## src/rtl/instruction_fetch_stage.sv

```systemverilog
// Instruction fetch stage of the RV32IM pipeline.
//
// Holds the program counter, issues word fetches to instruction memory
// (which may stall with a busywait) and drives the IF/ID pipeline register.
// The next PC is either PC+4 or a redirect target from EX. The stage
// supports a hazard stall, a branch flush and a one-entry skid buffer.
//
// Ports:
//   CLK            in   rising-edge clock
//   RESET          in   asynchronous, active-high reset
//   STALL          in   hazard unit: hold PC and IF/ID
//   BRANCH_TAKEN   in   redirect request from EX
//   BRANCH_TARGET  in   redirect address, bits [1:0] ignored
//   IMEM_BUSYWAIT  in   instruction memory not ready
//   IMEM_READDATA  in   fetched word, valid when READ=1 and BUSYWAIT=0
//   IMEM_ADDRESS   out  fetch address (always the PC register)
//   IMEM_READ      out  fetch request
//   IFID_PC        out  PC of the instruction in IF/ID
//   IFID_PC_PLUS4  out  IFID_PC + 4
//   IFID_INSTR     out  instruction for decode
//   IFID_VALID     out  IF/ID holds a real instruction
module instruction_fetch_stage #(
    parameter logic [31:0] RESET_PC  = 32'h0000_0000,
    parameter logic [31:0] NOP_INSTR = 32'h0000_0013
) (
    input  logic        CLK,
    input  logic        RESET,
    input  logic        STALL,
    input  logic        BRANCH_TAKEN,
    input  logic [31:0] BRANCH_TARGET,
    input  logic        IMEM_BUSYWAIT,
    input  logic [31:0] IMEM_READDATA,
    output logic [31:0] IMEM_ADDRESS,
    output logic        IMEM_READ,
    output logic [31:0] IFID_PC,
    output logic [31:0] IFID_PC_PLUS4,
    output logic [31:0] IFID_INSTR,
    output logic        IFID_VALID
);

    // FETCH: request outstanding at PC.
    // HOLD : fetched word parked in the skid buffer while decode is stalled.
    // DRAIN: a redirect arrived mid-access; finish the access at the old PC
    //        and throw the data away before fetching the target.
    typedef enum logic [1:0] {
        S_FETCH,
        S_HOLD,
        S_DRAIN
    } state_e;

    state_e      state_q, state_d;
    logic [31:0] pc_q, pc_d;
    logic [31:0] skid_q, skid_d;
    logic [31:0] target_q, target_d;
    logic [31:0] ifid_pc_q, ifid_pc_d;
    logic [31:0] ifid_pc4_q, ifid_pc4_d;
    logic [31:0] ifid_instr_q, ifid_instr_d;
    logic        ifid_valid_q, ifid_valid_d;

    logic        imem_read;
    logic        done;
    logic [31:0] pc_plus4;
    logic [31:0] branch_pc;

    assign imem_read = (state_q != S_HOLD);
    assign done      = imem_read && !IMEM_BUSYWAIT;
    assign pc_plus4  = pc_q + 32'd4;      // wraps modulo 2^32
    assign branch_pc = {BRANCH_TARGET[31:2], 2'b00};

    always_comb begin
        state_d      = state_q;
        pc_d         = pc_q;
        skid_d       = skid_q;
        target_d     = target_q;
        ifid_pc_d    = ifid_pc_q;
        ifid_pc4_d   = ifid_pc4_q;
        ifid_instr_d = ifid_instr_q;
        ifid_valid_d = ifid_valid_q;

        if (BRANCH_TAKEN) begin
            ifid_valid_d = 1'b0;
            ifid_instr_d = NOP_INSTR;
            skid_d       = '0;
            // An access still in flight must complete before the target can
            // be fetched; a redirect seen while draining replaces the target.
            if ((state_q == S_FETCH || state_q == S_DRAIN) && IMEM_BUSYWAIT) begin
                target_d = branch_pc;
                state_d  = S_DRAIN;
            end else begin
                pc_d    = branch_pc;
                state_d = S_FETCH;
            end
        end else begin
            case (state_q)
                S_FETCH: begin
                    if (STALL) begin
                        if (done) begin
                            skid_d  = IMEM_READDATA;
                            state_d = S_HOLD;
                        end
                    end else if (done) begin
                        ifid_pc_d    = pc_q;
                        ifid_pc4_d   = pc_plus4;
                        ifid_instr_d = IMEM_READDATA;
                        ifid_valid_d = 1'b1;
                        pc_d         = pc_plus4;
                    end else begin
                        ifid_valid_d = 1'b0;
                        ifid_instr_d = NOP_INSTR;
                    end
                end
                S_HOLD: begin
                    if (!STALL) begin
                        ifid_pc_d    = pc_q;
                        ifid_pc4_d   = pc_plus4;
                        ifid_instr_d = skid_q;
                        ifid_valid_d = 1'b1;
                        pc_d         = pc_plus4;
                        state_d      = S_FETCH;
                    end
                end
                S_DRAIN: begin
                    // IF/ID is already a bubble here, so a stall has nothing
                    // to hold; the discarded access is allowed to finish.
                    ifid_valid_d = 1'b0;
                    ifid_instr_d = NOP_INSTR;
                    if (done) begin
                        pc_d    = target_q;
                        state_d = S_FETCH;
                    end
                end
                default: begin
                    state_d = S_FETCH;
                end
            endcase
        end
    end

    always_ff @(posedge CLK or posedge RESET) begin
        if (RESET) begin
            state_q      <= S_FETCH;
            pc_q         <= RESET_PC;
            skid_q       <= '0;
            target_q     <= '0;
            ifid_pc_q    <= '0;
            ifid_pc4_q   <= '0;
            ifid_instr_q <= NOP_INSTR;
            ifid_valid_q <= 1'b0;
        end else begin
            state_q      <= state_d;
            pc_q         <= pc_d;
            skid_q       <= skid_d;
            target_q     <= target_d;
            ifid_pc_q    <= ifid_pc_d;
            ifid_pc4_q   <= ifid_pc4_d;
            ifid_instr_q <= ifid_instr_d;
            ifid_valid_q <= ifid_valid_d;
        end
    end

    assign IMEM_ADDRESS  = pc_q;
    assign IMEM_READ     = imem_read;
    assign IFID_PC       = ifid_pc_q;
    assign IFID_PC_PLUS4 = ifid_pc4_q;
    assign IFID_INSTR    = ifid_instr_q;
    assign IFID_VALID    = ifid_valid_q;

endmodule

```

## config.mk

```make
export PLATFORM = sky130hd
export DESIGN_NAME = instruction_fetch_stage
export DESIGN_NICKNAME = d
export VERILOG_FILES = /design/src/rtl/instruction_fetch_stage.sv
export SDC_FILE = /design/constraint.sdc
export NUM_CORES = 1
export LEC_CHECK = 0
export CAP_MARGIN = 30
export CORE_ASPECT_RATIO = 0.75
export CORE_MARGIN = 2
export CORE_UTILIZATION = 55
export DETAILED_ROUTE_END_ITERATION = 16
export PLACE_DENSITY = 0.89
export SLEW_MARGIN = 20
export SYNTH_ARGS = -nofsm -noshare
export SYNTH_HDL_FRONTEND = slang
export SYNTH_SLANG_ARGS = --single-unit
```

## constraint.sdc

```tcl
create_clock -name CLK -period 9.33 [get_ports CLK]
set_input_delay 0.933 -clock CLK [delete_from_list [all_inputs] [get_ports CLK]]
set_output_delay 0.933 -clock CLK [all_outputs]
set_load 0.03 [all_outputs]
```

### After elaboration in Yosys (flattened, before gate mapping)

Index checks and enable logic that the tools add are counted.

* bits in registers: 193
* bits of input ports: 69
* output and inout bits: 130
* word-level logic and storage cells: 71

* add/subtract/negate cells: 1
* eq/ne operators: 12
* muxes and demuxes: 33
* bitwise logic cells: 1
* reductions and logical operators: 16

Operator list (number)
* $mux W32: 17
* $pmux W32 S3: 2
* $pmux W32 S2: 2
* $add A32 B3 Y32 const B: 1
* $ne A3 B3 Y1 const B: 5
* $mux W2: 6
* $ne A2 B2 Y1 const B: 4
* $reduce_bool A2 Y1: 4
* $pmux W2 S3: 1
* $reduce_and A3 Y1: 2
* $reduce_and A6 Y1: 1
* $reduce_and A5 Y1: 1
* $mux W1: 4
* $reduce_and A4 Y1: 1
* $reduce_bool A4 Y1: 1
* $pmux W1 S3: 1
* $eq A2 B1 Y1 const B: 1
* $eq A2 B2 Y1 const B: 1
* $logic_and A1 B1 Y1: 2
* $logic_not A2 Y1: 1
* $ne A2 B1 Y1 const B: 1
* $reduce_and A2 Y1: 1
* $logic_not A1 Y1: 1
* $logic_or A1 B1 Y1: 1
* $not A1 Y1: 1

### Logic depth before layout (Yosys ltp)

Gate-level depths: netlist of run 1.

* depth in word-level cells: 6
* depth in mapped cells: 10
* depth with buffers taken out: 7

### Worst setup path after synthesis of run 1

Ideal clock, no wire load.

* kind: input to register
* from: input port STALL
* to: register pc_q[8], in the netlist IMEM_ADDRESS[8]
* library setup time: 0.137 ns
* data arrival time: 2.230 ns
* data required time: 9.193 ns
* path slack: 6.962 ns
* cell stages on the path: 7
* path buffers: 3
* cells stage by stage: clkbuf_1 o21ai_0 a21o_1 o21ai_1 buf_2 buf_2 o221ai_1

* word-level cells in the longest chain between the ends: 2
* elaborated cells on any way between the ends: 3
* classes of those cells: eq/ne (2); reduce/logical (1)

RTL lines
* start, declared: RTL line 28 `input logic STALL,`
* $ne A3 B3 Y1 (no source line)
* $reduce_and A6 Y1 (no source line) *
* end signal, assigned: RTL line 151 `pc_q <= pc_d;`
* end, declared: RTL line 52 `logic [31:0] pc_q, pc_d;`

Mark *: on every way between the ends. The rest lies on a longest branch, timed or not.
A chain may end at the register's enable or synchronous reset.

### Worst setup path in the final report of run 1

* from: input port STALL
* to: register pc_q[20], in the netlist IMEM_ADDRESS[20]

Same word-level chain as after synthesis.

==> results of run 1 <==
[metrics by stage]
step	utilization [%]	worst slack, ns
after CTS	73.8	6.03
final	74.2	6.33
after floorplan	-	3.32
after global placement	69.8	5.76
after global routing	74.2	6.18
after detailed placement	70.0	5.69
[worst reg2reg max path, stage by stage (launching register included)]
cell and delay, ns:
dfrtp_1 0.38, inv_1 0.08, ha_1 0.33, o21ai_0 0.39
a21o_1 0.36, o21a_1 0.54, buf_8 0.24, o21ai_0 0.13
a32o_1 0.24
[worst min-delay path by stage]
| stage | start | to | slack, ns | cells past startpoint |
|---|---|---|---|---|
| floorplan | target_q[13] | target_q[13] | 0.44 | 2 |
| global placement | target_q[18] | target_q[18] | 0.45 | 2 |
| detailed placement | target_q[25] | target_q[25] | 0.46 | 2 |
| CTS | target_q[25] | target_q[25] | 0.47 | 2 |
| global route | IFID_PC_PLUS4[28] | IFID_PC_PLUS4[28] | 0.49 | 2 |
| finish | target_q[25] | target_q[25] | 0.47 | 2 |
[layout by cell type, fill, tap and decap left out, types with 4 or more instances in the layout]
cell type	count
and4_1	7
a21oi_1	22
a211oi_1	8
nor3_1	8
conb_1	6
or3_1	12
a22oi_1	29
a2111oi_0	4
clkinv_4	5
nor4_1	5
nor2_1	32
xnor2_1	22
inv_1	9
nand2_1	236
mux2_2	31
o21ai_0	80
o31ai_1	31
clkbuf_16	17
xor2_1	6
a31oi_1	13
o21ai_1	4
clkdlybuf4s50_1	189
buf_4	9
nand3_1	11
o21a_1	10
ha_1	4
nand4_1	7
dfrtp_1	184
o22a_1	9
[power by group through the flow]
stage	Clock [W]	Sequential (W)	Combinational, W
after floorplan	0	0.00169	0.000563
after global placement	0	0.00134	0.00152
after detailed placement	0	0.00136	0.00157
after CTS	0.000714	0.00135	0.00158
after global routing	0.000755	0.00138	0.00168
final	0.000705	0.00135	0.00158
[cell type report]
type	instances	area, um2	area share, %
multi-input cells	651	3800	33.3
well taps	205	256	2.24
clock inverters	11	113	0.985
inverters	12	52.6	0.460
repair buffers	204	2070	18.1
clock buffers	21	460	4.03
flip-flops and latches	187	4680	41.0
[cell families (layout without fill, tap and decap cells)]
family | count (synthesis) | after routing | share of synthesized area (%)
XOR/XNOR | 28 | 28 | 2.79
multiplexers | 33 | 33 | 4.20
adder cells (fa/ha/maj) | 4 | 4 | 0.569
buffers and inverters | 90 | 248 | 4.25
AND/OR/NAND/NOR | 341 | 341 | 17.3
AO/OA/AOI/OAI | 239 | 239 | 17.6
other | 1 | 6 | 0.0426
flip-flops | 187 | 187 | 53.3
[registers in the layout (all words and copies together), names as in the netlist]
| name | cells |
|---|---|
| IFID_INSTR | 32 |
| IFID_PC | 30 |
| IFID_PC_PLUS4 | 30 |
| IFID_VALID | 1 |
| IMEM_ADDRESS | 30 |
| skid_q | 32 |
| state_q | 2 |
| target_q | 30 |
[per-layer routing]
layer | part of all wire, % | up-vias | global-route usage, %
met2 | 47 | 352 | 44.8
met1 | 43 | 3736 | 41.3
met5 | 0 | - | 0
met3 | 7.5 | 47 | 6.28
met4 | 2.5 | 0 | 10.0
li1 | - | 3509 | -
==> reports/results.ini, run 1 <==
[yosys]
synth_commonest_cells = nand2_1, dfrtp_1, o21ai_0
synth_top_area_share_pct = 52.4
avgSynthCellArea_um2 = 9.53
async_reset_ff_share_pct = 100
synth_flop_cell = dfrtp_1
synth_edf_count = 0
synth_seq_cells = 187
yosys_warnings = 0
synth_area_leaders = dfrtp_1, nand2_1, o21ai_0, mux2_2, o31ai_1
syn_inst = 923
synth.most_common_cell = nand2_1
syn-cell-area_mm2 = 0.00879
synth_top_area_cell = dfrtp_1
yosysUniqueCellTypes = 57
ys_seq_area_share_pct = 53.3

[clocking]
post_cts_resized = 0
htreeDepth = 4
cts_hold_buffers = 0
numCtsBuffers = 17
postCtsSetupRepairBufs = 0
clock-sinks = 187
root_buffer = clkbuf_16
cts_tree = built
cts.path.max_buffers = 2
clock_latency_ns = 0.43
clk_pin_slew_worst_paths_ns = 0.06

[timing]
min_period_ns = 3.00
finalSetupViolations = 0
tns_ns = 0
hold_ws_ns = 0.469
fmax_mhz = 333
period_share_pct = 32.2
maxSlewHeadroom_pct = 35.9
rsz0062_at_grt = no
skew_ns = 0.00900
drv_slew = 0
tightest_slew_ns = 0.953
hold_viol_final = 0

[grt]
grt_pass1_vias = 7507
grt_overflow = 0
grt_usage_pct = 29.1
grt_pass1_wl_um = 39000
grt_max_degree = 131
antenna_found_initial = 0

[power]
swShare_pct = 41.4
leakage_nw = 4.83
total_power_w = 0.00363
clkPwrFrac_pct = 19.4
p_int_w = 0.00213
combinationalPowerShare_pct = 43.5
ir_drop_uv = 208
pwr-share-seq_pct = 37.1
p_sw_w = 0.00151
power_density_mw_per_mm2 = 318

[run_status]
status = complete, no violations

[critical_path]
r2r_cells = 8
critPathSlowestCell = clkdlybuf4s50_1
path_common_cell = o21ai_0
r2r_end = IMEM_ADDRESS[20]
crit_required_ns = 9.64
cp-startpoint = STALL
start_kind = primary input
crit_type = in -> reg
worstSetupEndpointType = register
crit_buf_inv = 2
worst_path_dominant_cell_family = compound AO/OA/AOI/OAI gates
cp_max_fo = 14
crit_end = IMEM_ADDRESS[20]
regToRegStartpoint = state_q[0]
reg2reg_slack_ns = 6.53
critical_path_depth = 7
cp.arrival_ns = 3.31
path_cells = clkdlybuf4s50_1, o21ai_0, a21o_1, o21a_1, buf_8, o21ai_0, a32o_1
crit_path_max_incr_delay_ns = 0.60

[min_path]
hold_path.class = reg -> reg

[floorplanning]
die-area_mm2 = 0.0170
die_h_um = 114
row_count = 39
die_w_um = 150
coreArea_mm2 = 0.0154
ios = 199
start_util_pct = 57.0

[place]
hpwlAfterDp_um = 15200
place_area_mm2 = 0.0108
io_buffer_count = 190
gp_congestion = 0.816
place_inst = 1256

[finish]
drive_gt1_share_pct = 9.30
area_growth_pct = 30.0
nFillCells = 1128
antenna_cells = 0
fin_cells = 1291
nNetsFinal = 1146
fin_area_mm2 = 0.0114

[route]
remaining_drc_errors = 0
firstDrtPassIters = 5
postRouteAntennaNets = 0
routed_wl_um = 23900
routedWlPerCell_um = 18.5
drt_first_iter_violations = 651
via_count = 7644
vias_per_cell = 5.92

[run]
drv_cap = 0

No activity file was read; power rests on OpenSTA's default activity.
==> run 2: changes to the inputs <==
--- a/config.mk
+++ b/config.mk
@@ -8,9 +8,9 @@
 export CAP_MARGIN = 30
 export CORE_ASPECT_RATIO = 0.75
 export CORE_MARGIN = 2
-export CORE_UTILIZATION = 55
+export CORE_UTILIZATION = 51
 export DETAILED_ROUTE_END_ITERATION = 16
-export PLACE_DENSITY = 0.89
+export PLACE_DENSITY = 0.84
 export SLEW_MARGIN = 20
 export SYNTH_ARGS = -nofsm -noshare
 export SYNTH_HDL_FRONTEND = slang
==> constraint.sdc (replaced) <==
create_clock -name CLK -period 2.9 [get_ports CLK]
set_input_delay 0.29 -clock CLK [delete_from_list [all_inputs] [get_ports CLK]]
set_output_delay 0.29 -clock CLK [all_outputs]
set_load 0.03 [all_outputs]
==> run 2 against run 1 <==
  * Register-to-register slack lost 6.2 ns
  * Critical endpoint is now IMEM_ADDRESS[16]
  * Sequential share of layout area shrank 0.40 points
  * Clock skew increased by 0.0038 ns
  * Largest power group unchanged
==> reports/results.ini, run 2 (synthesis results as in run 1) <==
[power]
leakage_nw = 4.88  ; +1.0%
power_density_mw_per_mm2 = 1020  ; +220%
ir_drop_uv = 657  ; +220%

[floorplanning]
die_w_um = 156  ; +3.7%
start_util_pct = 52.3  ; -4.8 points
die_h_um = 118  ; +3.7%
coreArea_mm2 = 0.0168  ; +9.1%
die-area_mm2 = 0.0183  ; +7.6%
ios = 199  ; unchanged
row_count = 41  ; +5.1%

[route]
routed_wl_um = 23500  ; -1.6%
vias_per_cell = 5.82  ; -1.8%
via_count = 7624  ; -0.26%
firstDrtPassIters = 6  ; +1
drt_first_iter_violations = 669  ; +2.8%
postRouteAntennaNets = 0  ; unchanged
remaining_drc_errors = 0  ; unchanged
routedWlPerCell_um = 17.9  ; -3.1%

[timing]
tightest_slew_ns = 0.944  ; -0.00916 ns
rsz0062_at_grt = no
drv_slew = 0  ; unchanged
hold_viol_final = 0  ; unchanged
period_share_pct = 89.4
finalSetupViolations = 0  ; unchanged
skew_ns = 0.0128  ; +0.00385 ns
fmax_mhz = 386
maxSlewHeadroom_pct = 36.9  ; +0.96 points
min_period_ns = 2.59
tns_ns = 0  ; unchanged

[critical_path]
crit_required_ns = 3.24  ; -6.40 ns
reg2reg_slack_ns = 0.31  ; -6.22 ns
cp.arrival_ns = 2.94  ; -0.37 ns
r2r_end = IMEM_ADDRESS[16]
start_kind = register
worstSetupEndpointType = register
r2r_cells = 8  ; unchanged
cp-startpoint = state_q[1]
regToRegStartpoint = state_q[1]
cp_max_fo = 35  ; +21
crit_type = reg -> reg
crit_end = IMEM_ADDRESS[16]

[grt]
grt_pass1_wl_um = 38700  ; -0.72%
grt_overflow = 0  ; unchanged
use_met1_pct = 37.7  ; -3.6 points
grtUsageMet2_pct = 40.0  ; -4.8 points
grt_busiest_layer = met2
grt_use_met3_pct = 6.55  ; +0.27 points
antenna_found_initial = 0  ; unchanged
grt_max_degree = 85  ; -35%
grt_pass1_vias = 7356  ; -2.0%
grt_usage_pct = 26.4  ; -2.7 points

[clocking]
cts_tree = built
root_buffer = clkbuf_16
cts.path.max_buffers = 2  ; unchanged
htreeDepth = 4  ; unchanged
numCtsBuffers = 17  ; unchanged
clock_latency_ns = 0.43  ; about the same
clk_pin_slew_worst_paths_ns = 0.07  ; about the same
cts_hold_buffers = 0  ; unchanged
postCtsSetupRepairBufs = 0  ; unchanged
clock-sinks = 187  ; unchanged
post_cts_resized = 0  ; unchanged

[finish]
nFillCells = 1281  ; +14%
fin_area_mm2 = 0.0115  ; +1.0%
mostFrequentLayoutCells = nand2_1, clkdlybuf4s50_1, dfrtp_1
ff_latch_area_mm2 = 0.00468  ; unchanged
multi_input_area_mm2 = 0.00380  ; about the same
nNetsFinal = 1157  ; +0.96%
antenna_cells = 0  ; unchanged
drive_gt1_share_pct = 10.0  ; +0.74 points
area_growth_pct = 31.3
layout.cells.most_common = nand2_1

[place]
hpwlAfterDp_um = 15600  ; +2.6%
place_area_mm2 = 0.0109  ; +1.3%
gp_congestion = 0.831  ; +1.8%
io_buffer_count = 190  ; unchanged

[min_path]
hold_path.class = in -> async

[run]
drv_cap = 0  ; unchanged

[run_status]
status = complete, no violations

==> run 2: cell count changes in the layout (fill, tap and decap cells not counted) <==
cell	change
clkbuf_8	+1
buf_6	-1
clkinv_4	-4
buf_12	+3
buf_16	-2
buf_4	+12
buf_8	-1
clkinv_2	-1
bufinv_16	+2
and2_2	-1
inv_8	-2
clkinvlp_4	+3
and2_1	+1
==> run 2: how the worst min path moves through the flow <==
stage | depth (start not counted) | end | slack [ns] | from
global route | 2 | IFID_PC[14] | 0.26 | RESET
global placement | 2 | target_q[24] | 0.45 | target_q[24]
finish | 2 | IFID_PC_PLUS4[14] | 0.26 | RESET
detailed placement | 2 | target_q[27] | 0.46 | target_q[27]
floorplan | 2 | target_q[10] | 0.40 | BRANCH_TARGET[10]
CTS | 2 | IFID_PC[14] | 0.25 | RESET
==> run 2: cell type report <==
| cell class | count | share of cell area (%) |
|---|---|---|
| flip-flops and latches | 187 | 40.6 |
| multi-input cells | 651 | 32.9 |
| repair buffers | 215 | 18.5 |
| clock buffers | 22 | 4.11 |
| well taps | 215 | 2.33 |
| clock inverters | 9 | 1.18 |
| inverters | 12 | 0.423 |
==> run 2: routing by layer <==
| layer | part of all wire (%) | wire length, um |
|---|---|---|
| met5 | 0 | 0 |
| met4 | 1.9 | 435 |
| met3 | 8.5 | 1990 |
| met2 | 46 | 10800 |
| met1 | 44 | 10300 |
==> run 2: through the flow <==
stage / hold slack, ns / setup slack, ns / power, W / util [%] / instances
floorplan: 0.395 / 0.206 / 0.00726 / - / 928
global placement: 0.451 / 0.421 / 0.00926 / 65.0 / 1280
finish: 0.258 / 0.309 / 0.0118 / 68.6 / 1311
global route: 0.263 / 0.112 / 0.0124 / 68.6 / 1311
detailed placement: 0.456 / 0.368 / 0.00942 / 65.0 / 1280
CTS: 0.254 / 0.347 / 0.0119 / 68.6 / 1311
==> run 2: critical path, stage by stage, from the launching register on <==
cell       delay [ns]
dfrtp_1          0.37
inv_1            0.07
ha_1             0.19
buf_4            0.18
o21ai_0          0.38
a21o_1           0.37
o21ai_4          0.33
a2111oi_0        0.45
o21bai_1         0.17
==> run 2: report_power, final <==
group          internal [W]  switching, W  total, W
clock network       0.00143      0.000997   0.00243
logic               0.00213       0.00295   0.00509
registers           0.00348      0.000824   0.00431
total               0.00704       0.00478    0.0118
==> patch 1: new RTL, settings of run 1 <==
Encoding of `state_e`: now one-hot (3 bits for 3 states).
--- a/src/rtl/instruction_fetch_stage.sv
+++ b/src/rtl/instruction_fetch_stage.sv
@@ -42,10 +42,10 @@
     // HOLD : fetched word parked in the skid buffer while decode is stalled.
     // DRAIN: a redirect arrived mid-access; finish the access at the old PC
     //        and throw the data away before fetching the target.
-    typedef enum logic [1:0] {
-        S_FETCH,
-        S_HOLD,
-        S_DRAIN
+    typedef enum logic [2:0] {
+        S_FETCH = 3'b001,
+        S_HOLD  = 3'b010,
+        S_DRAIN = 3'b100
     } state_e;
 
     state_e      state_q, state_d;
Formal check against the unedited RTL: no difference found for any inputs over 4 cycles, from zero or initial values and one cycle with RESET high; so few cycles prove little.
==> patch 1 against run 1 <==
  * Largest power group is now sequential cells
  * Power decreased by 13%
  * Sequential cell count rose by 1
  * Critical path type is now reg -> out
  * Wire length shrank 2.3%
  * Final area up 1.9%
  * Worst setup slack lost 460 ps
  * Highest routed layer unchanged
  * Global-route usage fell by 1.9 points
  * Area after synthesis up 3.5%
  * Core utilization is 1.9 points lower
==> patch 1: results (changes against run 1) <==
metric	value	unit	change
synth.top_cells.by_area	dfrtp_1 (51%), mux2_2 (6.4%), a21oi_1 (4.8%)		
crit_fanout	33		+19
drive_gt1_share	13.2	%	+3.9 points
drt_iter0_drc	502		-23%
yosys-top-cells-count	dfrtp_1 (184), nand2_1 (110), a21oi_1 (87)		
p_sw_share	38.0	%	-3.4 points
slowest_delay	700	ps	+100 ps
r2r-end	IMEM_ADDRESS[7]		
timing.rr.start	state_q[2]		
place_area	11000	µm²	+1.8%
dr.pass1.iters	6		+1
grt_first_pass_wirelength	38.1	mm	-2.4%
finalClockSkew	14.8	ps	+5.77 ps
nets	1100		-4.0%
ys_seq_area_share	51.7	%	-1.5 points
status	finished clean		
min-delay-start	IFID_INSTR[21]		
min_to	IFID_INSTR[21]		
r2r_cells	6		-2
tightest_slew	800	ps	-153 ps
gp_congestion	0.804		-1.5%
antenna_found_initial	1		+1
vias	7392		-3.3%
grt_start_max_net_pins	121		-7.6%
ir_drop	0.199	mV	-4.2%
fillers	1121		-0.62%
-- patch 1: cell count changes in the layout (fill, tap and decap cells not counted), moves of 11 or more --
| cell | delta |
|---|---|
| nand2_1 | -126 |
| a21oi_1 | +65 |
| o21ai_0 | -41 |
| nor2_1 | +28 |
| o31ai_1 | -24 |
| mux2_2 | +21 |
| mux2_1 | +12 |
| nor3_1 | +12 |
| or3_1 | -11 |
-- patch 1: cell type report --
type | instances | area share (%)
clock inverters | 15 | 1.41
flip-flops and latches | 188 | 40.4
repair buffers | 206 | 17.8
diodes | 1 | 0.0215
multi-input cells | 604 | 33.9
inverters | 13 | 0.483
well taps | 210 | 2.26
clock buffers | 17 | 3.65
-- patch 1: layer usage --
layer  GRT usage (%)  wire length (µm)  up-vias  share of wire (%)
met4            8.95               371        0                1.6
met2            42.9             10700      331                 46
li1                -                 -     3387                  -
met5               0                 0        -                  0
met1            37.7             10400     3647                 44
met3            6.60              1880       27                8.1
-- patch 1: how the worst max path moves through the flow --
| stage | start | end | slack [ps] |
|---|---|---|---|
| final | state_q[0] | IMEM_READ | 5870 |
| after global routing | state_q[0] | IMEM_READ | 5750 |
| after CTS | state_q[0] | IMEM_READ | 5850 |
| after detailed placement | STALL | IFID_INSTR[31] | 5600 |
| after global placement | STALL | IFID_INSTR[29] | 5760 |
| after floorplan | RESET | IFID_INSTR[10] | 3290 |
-- patch 1: power groups by stage --
stage               clock [mW]  combinational (mW)  sequential [mW]
CTS                      0.742                1.20             1.24
finish                   0.731                1.19             1.24
detailed placement           0                1.19             1.25
global placement             0                1.16             1.23
global route             0.776                1.27             1.27
floorplan                    0               0.416             1.53
-- patch 1: kinds of logic (layout without fill, tap and decap cells) --
group,count (synthesis),after routing,share of synthesized area [%]
AND/OR/NAND/NOR,273,273,16.1
AO/OA/AOI/OAI,229,229,15.7
flip-flops,188,188,51.7
buffers and inverters,93,251,5.33
multiplexers,65,65,8.03
XOR/XNOR,30,30,2.89
adder cells (fa/ha/maj),1,1,0.137
other,1,7,0.0412
-- patch 1: metrics by stage --
stage	setup slack [ps]	hold slack (ps)	utilization (%)	std cells
global placement	5760	462	68.1	1217
floorplan	3290	472	-	885
finish	5870	483	72.3	1254
detailed placement	5600	474	68.2	1218
global route	5750	502	72.3	1254
CTS	5850	490	71.9	1250
-- patch 1: critical path, delay by kind of cell (launching register included) --
kind                   cells  cell delay, ps
DFF                        1             630
buffers and inverters      3            1120
and+or+nand+nor            2             340
==> patch 2: new RTL, flow settings as in run 1 <==
Without the edit above. Change the parameter `NOP_INSTR` from 32'h0000_0013 to 32'h00000010.
--- a/src/rtl/instruction_fetch_stage.sv
+++ b/src/rtl/instruction_fetch_stage.sv
@@ -21,7 +21,7 @@
 //   IFID_VALID     out  IF/ID holds a real instruction
 module instruction_fetch_stage #(
     parameter logic [31:0] RESET_PC  = 32'h0000_0000,
-    parameter logic [31:0] NOP_INSTR = 32'h0000_0013
+    parameter logic [31:0] NOP_INSTR = 32'h00000010
 ) (
     input  logic        CLK,
     input  logic        RESET,
Function: changed (Yosys sat finds a counterexample within 4 cycles, from zero or initial values and one cycle with RESET high).
==> patch 2 against run 1 <==
  * Sequential cell count is the same
  * Clock skew grew 0.71 ps
  * Area after synthesis grew 0.16%
  * Wire length grew 3.3%
  * Sequential share of layout area grew 0.22 points
  * Final area shrank 0.58%
  * Synthesized cell count grew 1.8%
  * Worst setup slack lost 490 ps
  * Power shrank 1.6%
==> patch 2: results (changes against run 1) <==
metric	value	unit	change
dpl.hpwl	16.4	mm	+7.5%
drcViolationCount	0		unchanged
nets	1159		+1.1%
grt_pass1_vias	7610		+1.4%
yosys_warnings	0		unchanged
antenna_found_initial	0		unchanged
cts_buffer_depth	2		unchanged
crit_fanout	57		+43
cts_root_buf	clkbuf_16		
finalClockSkew	9.71	ps	+0.706 ps
ys_seq_area_share	53.1	%	-0.11 points
final.setup.tns	0	ps	unchanged
portBuffers	190		unchanged
p_leak	4.80	nW	-0.62%
synth.top_cells.by_area	dfrtp_1 (53%), nand2_1 (11%), o21ai_0 (6.5%)		
relSlewSlack	40.3	%	+4.4 points
worstHoldPathType	reg -> reg		
grt_start_max_net_pins	127		-3.1%
post_cts_buffers	0		unchanged
fillers	1133		+0.44%
critPathArrivalTime	3810	ps	+500 ps
drt_iter0_drc	785		+21%
worstSkewPairLatency	430	ps	about the same
r2r_slack	6350	ps	-180 ps
place_area	10800	µm²	-0.37%
diodes	0		unchanged
ir_drop	0.240	mV	+15%
grt_overflow_total	0		unchanged
cts_buffers	17		unchanged
ys_types	63		+11%
track_usage	29.8	%	+0.68 points
gp_congestion	0.856		+4.9%
dr.pass1.iters	6		+1
yosys-top-cells-count	nand2_1 (247), dfrtp_1 (186), o21ai_0 (114)		
cts_max_level	4		unchanged
drive_gt1_share	8.47	%	-0.83 points
wirelength	24.7	mm	+3.3%
status	finished clean		
cts_resized	0		unchanged
vias	7672		+0.37%
cts.clk_slew.worst_paths	70	ps	
ys_async_sr_fraction	100	%	unchanged
grt_first_pass_wirelength	39.6	mm	+1.6%
-- patch 2: path summary, 6_finish.rpt --
path,start,endpoint,depth (start not counted)
max,BRANCH_TAKEN,IMEM_ADDRESS[19],8
min,IFID_INSTR[4],IFID_INSTR[4],2
max reg2reg,state_q[0],IMEM_ADDRESS[19],8
min reg2reg,IFID_INSTR[4],IFID_INSTR[4],2
max in group asynchronous,RESET,IFID_INSTR[8],3
min in group asynchronous,RESET,IFID_PC[8],2
-- patch 2: critical path, stage by stage --
cell and delay (ps):
clkdlybuf4s50_1 450, buf_4 440, inv_2 70, buf_4 360
a21oi_1 300, o21ba_2 700, o21ai_0 260, a32o_1 270
-- patch 2: report_power, final --
group	internal (mW)	leakage (nW)	switching, mW	total, mW
sequential	1.07	2.32	0.272	1.34
clock	0.443	0.300	0.309	0.752
combinational	0.607	2.18	0.877	1.48
total	2.12	4.80	1.46	3.58
-- patch 2: cell families (layout without fill, tap and decap cells) --
family | Yosys count | count (layout) | synth area share, %
and+or+nand+nor | 353 | 353 | 17.6
AOI/OAI and AO/OA | 244 | 244 | 17.1
DFF | 187 | 187 | 53.1
buffers and inverters | 91 | 244 | 4.63
muxes | 32 | 32 | 4.06
xor gates and xnor gates | 28 | 28 | 2.78
adders and majority gates | 4 | 4 | 0.568
other | 1 | 6 | 0.0426
-- patch 2: through the flow --
step | instances | hold WS (ps) | util, % | setup WS [ps]
5_1_grt | 1308 | 466 | 71.7 | 5770
2_1_floorplan | 945 | 450 | - | 3310
4_1_cts | 1308 | 465 | 71.7 | 5980
6_report | 1308 | 463 | 71.7 | 5840
3_5_place_dp | 1277 | 458 | 67.8 | 5570
3_3_place_gp | 1276 | 450 | 67.7 | 5640
-- patch 2: layout make-up --
| type | count | area (µm²) | area share, % |
|---|---|---|---|
| tap | 210 | 263 | 2.31 |
| clock inverter | 10 | 139 | 1.22 |
| sequential | 187 | 4680 | 41.2 |
| clock buffer | 21 | 470 | 4.14 |
| inverter | 10 | 45.0 | 0.396 |
| timing repair buffer | 203 | 2010 | 17.7 |
| multi-input combinational | 667 | 3760 | 33.1 |
-- patch 2: routing by layer --
metal | GRT usage (%) | vias up | part of all wire [%]
li1 | - | 3530 | -
met1 | 42.1 | 3736 | 43
met2 | 44.2 | 354 | 46
met3 | 8.48 | 52 | 8.8
met4 | 10.7 | 0 | 2.4
met5 | 0 | - | 0
